[src/rtl/counter_pkg.sv]
// counter_pkg
//   Shared definitions for the up/down modulo counter slice.
//   - count_mode_e : boundary behaviour (wrap around or hold at the end)
//   - clog2_safe   : ceil(log2(value)), never less than 1, so that a
//                    counter sized with it always has at least one bit
//   - COUNTER_CHECK_RANGE : elaboration-time legality check for integer
//                    parameters; expands to a named generate block that
//                    stops elaboration with $fatal when out of range.

`ifndef COUNTER_PKG_MACROS
`define COUNTER_PKG_MACROS
`define COUNTER_CHECK_RANGE(BLK, VALUE, LO, HI, MSG) \
  if ((longint'(VALUE) < longint'(LO)) || (longint'(VALUE) > longint'(HI))) begin : BLK \
    $fatal(1, MSG); \
  end
`endif

package counter_pkg;

  typedef enum logic {
    CNT_WRAP = 1'b0,
    CNT_SAT  = 1'b1
  } count_mode_e;

  function automatic int clog2_safe(input longint unsigned value);
    int r;
    r = 0;
    while ((64'd1 << r) < value) begin
      r = r + 1;
    end
    return (r < 1) ? 1 : r;
  endfunction

endpackage

[src/rtl/counter_updown_mod_prescaler.sv]
// counter_prescaler
//   Divides qualified enable cycles by PRESCALE. tick is high on the en
//   cycle in which the internal count reaches PRESCALE-1; the count then
//   returns to 0. The count only advances while en=1 and holds otherwise.
//   Ports:
//     clk     rising-edge clock
//     reset   synchronous active-high reset, count to 0
//     en      qualified enable; advances the count
//     restart synchronous restart of the count to 0 (clr or load)
//     tick    combinational step request for the owning counter
//   With PRESCALE=1 the count can never leave 0, so tick reduces to en
//   and synthesis removes the register.

import counter_pkg::*;

module counter_prescaler #(
  parameter int PRESCALE = 1
) (
  input  logic clk,
  input  logic reset,
  input  logic en,
  input  logic restart,
  output logic tick
);

  `COUNTER_CHECK_RANGE(g_chk_prescale, PRESCALE, 1, 65536, "counter_prescaler: PRESCALE out of range 1..65536")

  localparam int CW = clog2_safe(longint'(PRESCALE));
  localparam logic [CW-1:0] LAST = CW'(PRESCALE - 1);

  logic [CW-1:0] cnt_reg;
  logic [CW-1:0] cnt_next;
  logic          at_last;

  assign at_last = (cnt_reg == LAST);
  assign tick    = en && at_last;

  always_comb begin
    cnt_next = cnt_reg;
    if (restart) begin
      cnt_next = '0;
    end else if (en) begin
      cnt_next = at_last ? '0 : cnt_reg + CW'(1);
    end
  end

  always_ff @(posedge clk) begin
    if (reset) begin
      cnt_reg <= '0;
    end else begin
      cnt_reg <= cnt_next;
    end
  end

endmodule

[src/rtl/counter_updown_mod.sv]
// counter_updown_mod
//   Parametrised synchronous up/down modulo counter with parallel load,
//   synchronous clear, wrap or saturate boundary mode, optional prescaler,
//   a one-cycle terminal-count pulse and a sticky overflow flag.
//   Ports:
//     clk       rising-edge clock
//     reset     synchronous active-high reset (out, tc, ovf, prescaler)
//     en        count enable, qualifies prescaler and step
//     up        1 = increment, 0 = decrement
//     clr       synchronous clear of out, ovf, tc and prescaler
//     load      parallel load strobe (value clamped to MODULUS-1)
//     load_val  value to load
//     out       registered count, always in 0..MODULUS-1
//     tc        registered pulse, high the cycle after a boundary event
//     ovf       sticky flag, set by any boundary event, cleared by clr/reset
//   Edge priority: reset > clr > load > step > hold.

import counter_pkg::*;

module counter_updown_mod #(
  parameter int      WIDTH    = 4,
  parameter longint  MODULUS  = 16,
  parameter int      SATURATE = 0,
  parameter int      PRESCALE = 1
) (
  input  logic             clk,
  input  logic             reset,
  input  logic             en,
  input  logic             up,
  input  logic             clr,
  input  logic             load,
  input  logic [WIDTH-1:0] load_val,
  output logic [WIDTH-1:0] out,
  output logic             tc,
  output logic             ovf
);

  `COUNTER_CHECK_RANGE(g_chk_width, WIDTH, 1, 32, "counter_updown_mod: WIDTH out of range 1..32")
  `COUNTER_CHECK_RANGE(g_chk_modulus, MODULUS, 2, (longint'(1) << WIDTH), "counter_updown_mod: MODULUS out of range 2..2**WIDTH")
  `COUNTER_CHECK_RANGE(g_chk_saturate, SATURATE, 0, 1, "counter_updown_mod: SATURATE must be 0 or 1")

  localparam count_mode_e MODE = (SATURATE != 0) ? CNT_SAT : CNT_WRAP;

  // MODULUS-1 is formed in 64 bits before narrowing so that
  // MODULUS = 2**WIDTH yields all-ones rather than a truncated value.
  localparam logic [WIDTH-1:0] MAX_VAL = WIDTH'(MODULUS - 64'sd1);

  logic             tick;
  logic [WIDTH-1:0] count_reg, count_next;
  logic             tc_reg, tc_next;
  logic             ovf_reg, ovf_next;

  counter_prescaler #(
    .PRESCALE (PRESCALE)
  ) u_prescaler (
    .clk     (clk),
    .reset   (reset),
    .en      (en),
    .restart (clr | load),
    .tick    (tick)
  );

  always_comb begin
    count_next = count_reg;
    tc_next    = 1'b0;
    ovf_next   = ovf_reg;
    if (clr) begin
      count_next = '0;
      ovf_next   = 1'b0;
    end else if (load) begin
      count_next = (load_val > MAX_VAL) ? MAX_VAL : load_val;
    end else if (tick) begin
      if (up) begin
        if (count_reg == MAX_VAL) begin
          tc_next    = 1'b1;
          ovf_next   = 1'b1;
          count_next = (MODE == CNT_SAT) ? MAX_VAL : '0;
        end else begin
          count_next = count_reg + WIDTH'(1);
        end
      end else begin
        if (count_reg == '0) begin
          tc_next    = 1'b1;
          ovf_next   = 1'b1;
          count_next = (MODE == CNT_SAT) ? '0 : MAX_VAL;
        end else begin
          count_next = count_reg - WIDTH'(1);
        end
      end
    end
  end

  always_ff @(posedge clk) begin
    if (reset) begin
      count_reg <= '0;
      tc_reg    <= 1'b0;
      ovf_reg   <= 1'b0;
    end else begin
      count_reg <= count_next;
      tc_reg    <= tc_next;
      ovf_reg   <= ovf_next;
    end
  end

  assign out = count_reg;
  assign tc  = tc_reg;
  assign ovf = ovf_reg;

endmodule

[config.mk]
export PLATFORM = sky130hd
export DESIGN_NAME = counter_updown_mod
export DESIGN_NICKNAME = d
export VERILOG_FILES = /design/src/rtl/counter_pkg.sv /design/src/rtl/counter_updown_mod_prescaler.sv /design/src/rtl/counter_updown_mod.sv
export SDC_FILE = /design/constraint.sdc
export NUM_CORES = 1
export LEC_CHECK = 0
export ABC_AREA = 1
export BUFFER_PORTS_ARGS = -buffer_cell sky130_fd_sc_hd__buf_4
export CAP_MARGIN = 20
export CORE_AREA = 2 2 39 41
export CTS_CLUSTER_DIAMETER = 120
export DETAILED_ROUTE_END_ITERATION = 10
export DIE_AREA = 0 0 41 43
export HOLD_SLACK_MARGIN = 0.03
export PLACE_DENSITY = 0.68
export REMOVE_ABC_BUFFERS = 1
export SYNTH_ARGS = -nofsm -noshare
export SYNTH_HDL_FRONTEND = slang
export SYNTH_HIERARCHICAL = 1
export SYNTH_SLANG_ARGS = --single-unit
[constraint.sdc]
create_clock -name clk -period 1.7 [get_ports clk]
set_clock_uncertainty 0.05 [all_clocks]
set_input_delay 0.17 -clock clk [delete_from_list [all_inputs] [get_ports clk]]
set_output_delay 0.17 -clock clk [all_outputs]
set_load 0.02 [all_outputs]
==> results of run 1 <==
==> worst register-to-register path, cell delays in order (launching register included) <==
cell and delay [ns]:
dfxtp_1 0.44, inv_1 0.12, ha_1 0.21, inv_1 0.09, nor2_2 0.05, a21oi_1 0.12
nand3_1 0.09, nand2_1 0.07, a21oi_2 0.04
==> worst min path at each step <==
stage	end
6_report	out[1]$_SDFFE_PP0P_
5_1_grt	out[1]$_SDFFE_PP0P_
4_1_cts	out[1]$_SDFFE_PP0P_
3_5_place_dp	ovf$_SDFFE_PP0P_
3_3_place_gp	ovf$_SDFFE_PP0P_
2_1_floorplan	out[0]$_SDFFE_PP0P_
==> through the flow <==
| step | hold slack [ns] | setup WS, ns | power [W] |
|---|---|---|---|
| after floorplan | 0.2818 | 0.2952 | 0.0002094 |
| after global placement | 0.3894 | 0.3454 | 0.0002468 |
| after detailed placement | 0.3930 | 0.3172 | 0.0002478 |
| after CTS | 0.1445 | 0.3067 | 0.0003861 |
| after global routing | 0.1588 | 0.1303 | 0.0004012 |
| final | 0.1501 | 0.3066 | 0.0003810 |
==> per-layer routing <==
metal,GRT usage,vias to the layer above
met3,0.05236,2
met1,0.1780,198
met4,0.04000,0
li1,-,238
met5,0,-
met2,0.1750,9
==> placed cells by master (no fill, tap or decap), drive strengths merged, types with 2 or more instances in the layout <==
cell type   n
a21oi       5
a31oi       2
buf        15
clkbuf      3
dfxtp       6
ha          2
inv         9
nand2      19
nand3       6
nand4       2
nor2        6
==> layout make-up <==
| cell class | count | area [µm²] |
|---|---|---|
| Fill cell | 156 | 817.0 |
| Multi-Input combinational cell | 47 | 257.7 |
| Sequential cell | 6 | 120.1 |
| Timing Repair Buffer | 15 | 112.6 |
| Inverter | 9 | 33.78 |
| Clock buffer | 3 | 22.52 |
| Tap cell | 16 | 20.02 |
==> report_power, final <==
| part | total (W) | internal [W] | switching (W) |
|---|---|---|---|
| Combinational | 0.0000870 | 0.0000422 | 0.0000449 |
| Clock | 0.000136 | 0.0000802 | 0.0000559 |
| Sequential | 0.000158 | 0.000146 | 0.0000114 |
| Total | 0.000381 | 0.000269 | 0.000112 |
==> impl_metrics.ini, run 1 <==
[clock_tree]
post_cts_buffers = 0
postCtsHoldBufs = 0
cts_sinks = 6
clk_pin_slew_ns = 0.05
root_buffer = clkbuf_4
cts_buffers = 3
cts.htree.levels = 1
cts_tree = yes
cts_resized = 0
clock_latency_ns = 0.25
cts_max_path_buffers = 2

[sta]
slew_headroom = 0.7238
max_freq_mhz = 717.7
period_share = 0.8197
worst_pin_slew_ns = 0.4137
layout_min_cycle_time_ns = 1.393
hold_viol_final = 0
final_max_slew_viol_count = 0
rsz0062_at_grt = false
finalSetupViolCount = 0
timing.setup.tns_ns = 0

[cells_and_area]
final_util = 0.4096
final_cells = 96
nets = 94
largest_reg_flops = 4
layout-drive-gt1-share = 0.3000
antennaDiodeCount = 0
syn_to_final_growth_pct = 25.83
final_cell_area_um2 = 566.8

[setup_path]
path_delay_family = flip-flops
r2r-end = out[3]$_SDFFE_PP0P_
cp-end-kind = flop
worstReg2RegStart = out[0]$_SDFFE_PP0P_
crit_type = flop to flop
cpMostUsedCell = inv_1
path_cells = inv_1 -> ha_1 -> inv_1 -> nor2_2 -> a21oi_1 -> nand3_1 -> nand2_1 -> a21oi_2
worst-path-stages = 8
ff2ff_setup_slack_ns = 0.31
critPathSlowestCell = dfxtp_1
crit_fanout = 7
cp_data_arrival_time_ns = 1.48
worst-path-buf-inv = 2
setup.worst_path.start_class = flop
worst_path_largest_cell_delay_ns = 0.44
crit_path_start = out[0]$_SDFFE_PP0P_
endpoint = out[3]$_SDFFE_PP0P_
rr_worst_depth = 8
critical_path_required_ns = 1.79

[drt]
topRoutingLayerUsed = met4
wirelength_um = 969
avgRoutedWirePerCell_um = 10.09
drc_errors = 0
wl_met1_um = 442
vias = 447
wl_met2_um = 474
drt_iter0_markers = 7
drt-pass1-iter-count = 4
viasPerCell = 4.656
wl_met3_um = 42
final_antenna_net_count = 0

[place]
placed_area_um2 = 544.3
port_buffers = 15
gp_congestion = 0.7642
dpl.cell_count = 93
hpwl_um = 765.9

[min_path]
hold_path_depth = 3
min_path_type = input pin to flop
min_from = load_val[1]

[die]
core_area_um2 = 1384
rows = 14
dieHeight_um = 43
die-area_um2 = 1763
initial_utilization = 0.3255
die_w_um = 41
io_pins = 16

[yosys]
synth.avg_cell_area_um2 = 6.723
synth_area_um2 = 450.4
synthCells = 67
ys_warn_count = 6

[global_route]
gr-total-overflow = 0
grt_pass1_vias = 376
grt_pass1_wl_um = 1545
antenna_found_initial = 0
gr-usage-all-layers = 0.1278
grt_start_max_net_pins = 10

[power_and_ir_drop]
peakVddDrop_uv = 343.3
p_per_area_nw_per_um2 = 672.1
p_leak_nw = 0.2753

[flow_run]
cap_violations = 0

[run_status]
status = finished, final reports clean
(Power assumes the default switching activity.)
==> run 2: changes to the inputs <==
Settings changed: ABC_AREA 1 to 0, PLACE_DENSITY 0.68 to 0.63.
Clock period 1.7 ns to 1.3 ns, I/O delays scaled along.
==> run 2 against run 1 <==
  * The run now ends with setup timing left
  * Fmax down 1.9%
  * Non-clock buffer count rose by 10
  * Routed wire length shrank 3.6%
  * Critical path type unchanged
  * Synthesized cell count is 31% lower
  * Highest routed layer unchanged
==> impl_metrics.ini, run 2 <==
[place]
gp_congestion = 0.7862
placed_area_um2 = 561.8
port_buffers = 15
hpwl_um = 711.9

[cells_and_area]
multi_input_area_um2 = 272.8
syn_to_final_growth_pct = 67.10
final.fill_count = 140
layout_common_cells = buf_4 (23), nand2_1 (6), dfxtp_1 (4), a21oi_1 (3), clkbuf_4 (3)
layout-drive-gt1-share = 0.4861
antennaDiodeCount = 0
largest_reg_flops = 4
nets = 86
final_cell_area_um2 = 648.1
final_common_cell = buf_4
seqCellArea_um2 = 127.6

[global_route]
grt_start_max_net_pins = 11
grt_pass1_wl_um = 1518
use_met3 = 0.04712
gr-usage-all-layers = 0.1355
gr-total-overflow = 0
grt_pass1_vias = 401
antenna_found_initial = 0
grt_util_met1 = 0.1383
busiest_layer = met2
gr-usage-met2 = 0.2031

[drt]
viasPerCell = 4.773
wirelength_um = 934
vias = 420
final_antenna_net_count = 0
drt-pass1-iter-count = 3
drt_iter0_markers = 1
avgRoutedWirePerCell_um = 10.61
drc_errors = 0

[sta]
slew_headroom = 0.7253
finalSetupViolCount = 5
max_freq_mhz = 703.9
fin_ws_ns = -0.1207
rsz0062_at_grt = true
timing.setup.tns_ns = -0.4257
layout_min_cycle_time_ns = 1.421
period_share = 1.093
hold_viol_final = 0
final_max_slew_viol_count = 0
worst_pin_slew_ns = 0.4069

[die]
rows = 14
dieHeight_um = 43
core_area_um2 = 1384
die-area_um2 = 1763
io_pins = 16
die_w_um = 41
initial_utilization = 0.2803

[yosys]
synth_area_um2 = 387.9
synthCells = 46
ys_warn_count = 6
synth.avg_cell_area_um2 = 8.432

[clock_tree]
cts_buffers = 3
cts_tree = yes
root_buffer = clkbuf_4
cts_max_path_buffers = 2
cts_sinks = 6
cts.htree.levels = 1
clk_pin_slew_ns = 0.05
clock_latency_ns = 0.25

[power_and_ir_drop]
p_leak_nw = 0.3019
p_per_area_nw_per_um2 = 802.5
peakVddDrop_uv = 369.7
power_w = 0.0005201

[flow_run]
cap_violations = 0

[setup_path]
critPathSlowestCell = or4b_4
crit_path_start = out[1]$_SDFFE_PP0P_
ff2ff_setup_slack_ns = -0.12
critical_path_required_ns = 1.44
worstReg2RegStart = out[1]$_SDFFE_PP0P_
rr_worst_depth = 5
setup.worst_path.start_class = flop
crit_type = flop to flop
worst_path_largest_cell_delay_ns = 0.46
crit_fanout = 5
r2r-end = out[3]$_SDFFE_PP0P_
cp_data_arrival_time_ns = 1.56
path_cells = inv_4 -> ha_4 -> or4b_4 -> and3b_1 -> a21oi_2
cp-end-kind = flop

[min_path]
min_to = out[0]$_SDFFE_PP0P_
hold_path_depth = 3
min_path_type = input pin to flop
min_from = load_val[0]

[run_status]
failed_checks = setup timing
status = finished with violations
## run 2: cell types whose count changed in the layout (fill, tap and decap cells not counted), sizes merged, moves of 2 or more
cell,previous run,this run
inv,9,2
nand2,19,6
nand2b,0,2
a31oi,2,0
nor2,6,1
nand3,6,1
dlygate4sd3,0,2
nor3,0,2
buf,15,23
## run 2: through the flow
stage / instances / setup slack (ns) / hold slack, ns / utilization
2_1_floorplan: 44 / -0.2623 / 0.1490 / -
3_3_place_gp: 82 / -0.1441 / 0.2500 / 0.4060
3_5_place_dp: 82 / -0.1835 / 0.2553 / 0.4060
4_1_cts: 88 / -0.1239 / 0.1282 / 0.4602
5_1_grt: 88 / -0.1712 / 0.1552 / 0.4684
6_report: 88 / -0.1207 / 0.1292 / 0.4684
## run 2: how the worst max path moves through the flow
stage	end	slack, ns	depth (start not counted)
finish	out[3]$_SDFFE_PP0P_	-0.12	5
global route	out[0]$_SDFFE_PP0P_	-0.17	6
CTS	out[3]$_SDFFE_PP0P_	-0.12	5
detailed placement	out[3]$_SDFFE_PP0P_	-0.18	5
global placement	out[2]$_SDFFE_PP0P_	-0.14	6
floorplan	out[2]$_SDFFE_PP0P_	-0.26	6
## run 2: where the power goes
| part | internal, W | total (W) | switching, W |
|---|---|---|---|
| sequential | 0.000190 | 0.000198 | 0.00000843 |
| combinational | 0.0000821 | 0.000145 | 0.0000626 |
| clock | 0.000105 | 0.000177 | 0.0000722 |
## run 2: timing repair
action | 4_1_cts | 5_1_grt
setup endpoints to repair | 6 | 6
gates resized for setup | 10 | 3
buffers inserted | 1 | 0
hold endpoints to repair | 1 | 0
pin swaps | 3 | 0
gates cloned | 0 | 0
hold buffers | 2 | 0
## run 2: final cells by class
class	count	share of cell area
flip-flops and latches	6	0.1969
clock buffers	3	0.03475
repair buffers	25	0.2973
inverters	2	0.01931
well taps	16	0.03089
multi-input cells	36	0.4208
## run 2: metal layers
metal | wire length [µm] | part of all wire
met1 | 411 | 0.44
met2 | 448 | 0.48
met4 | 27 | 0.029
met3 | 47 | 0.050
met5 | 0 | 0
## run 2: worst max-delay path: cells and delay by family (launching register included)
family / cells / cell delay (ns)
AND/OR/NAND/NOR: 2 / 0.66
adder cells (fa/ha/maj): 1 / 0.12
flip-flops: 1 / 0.36
buffers and inverters: 1 / 0.06
AO/OA/AOI/OAI: 1 / 0.10
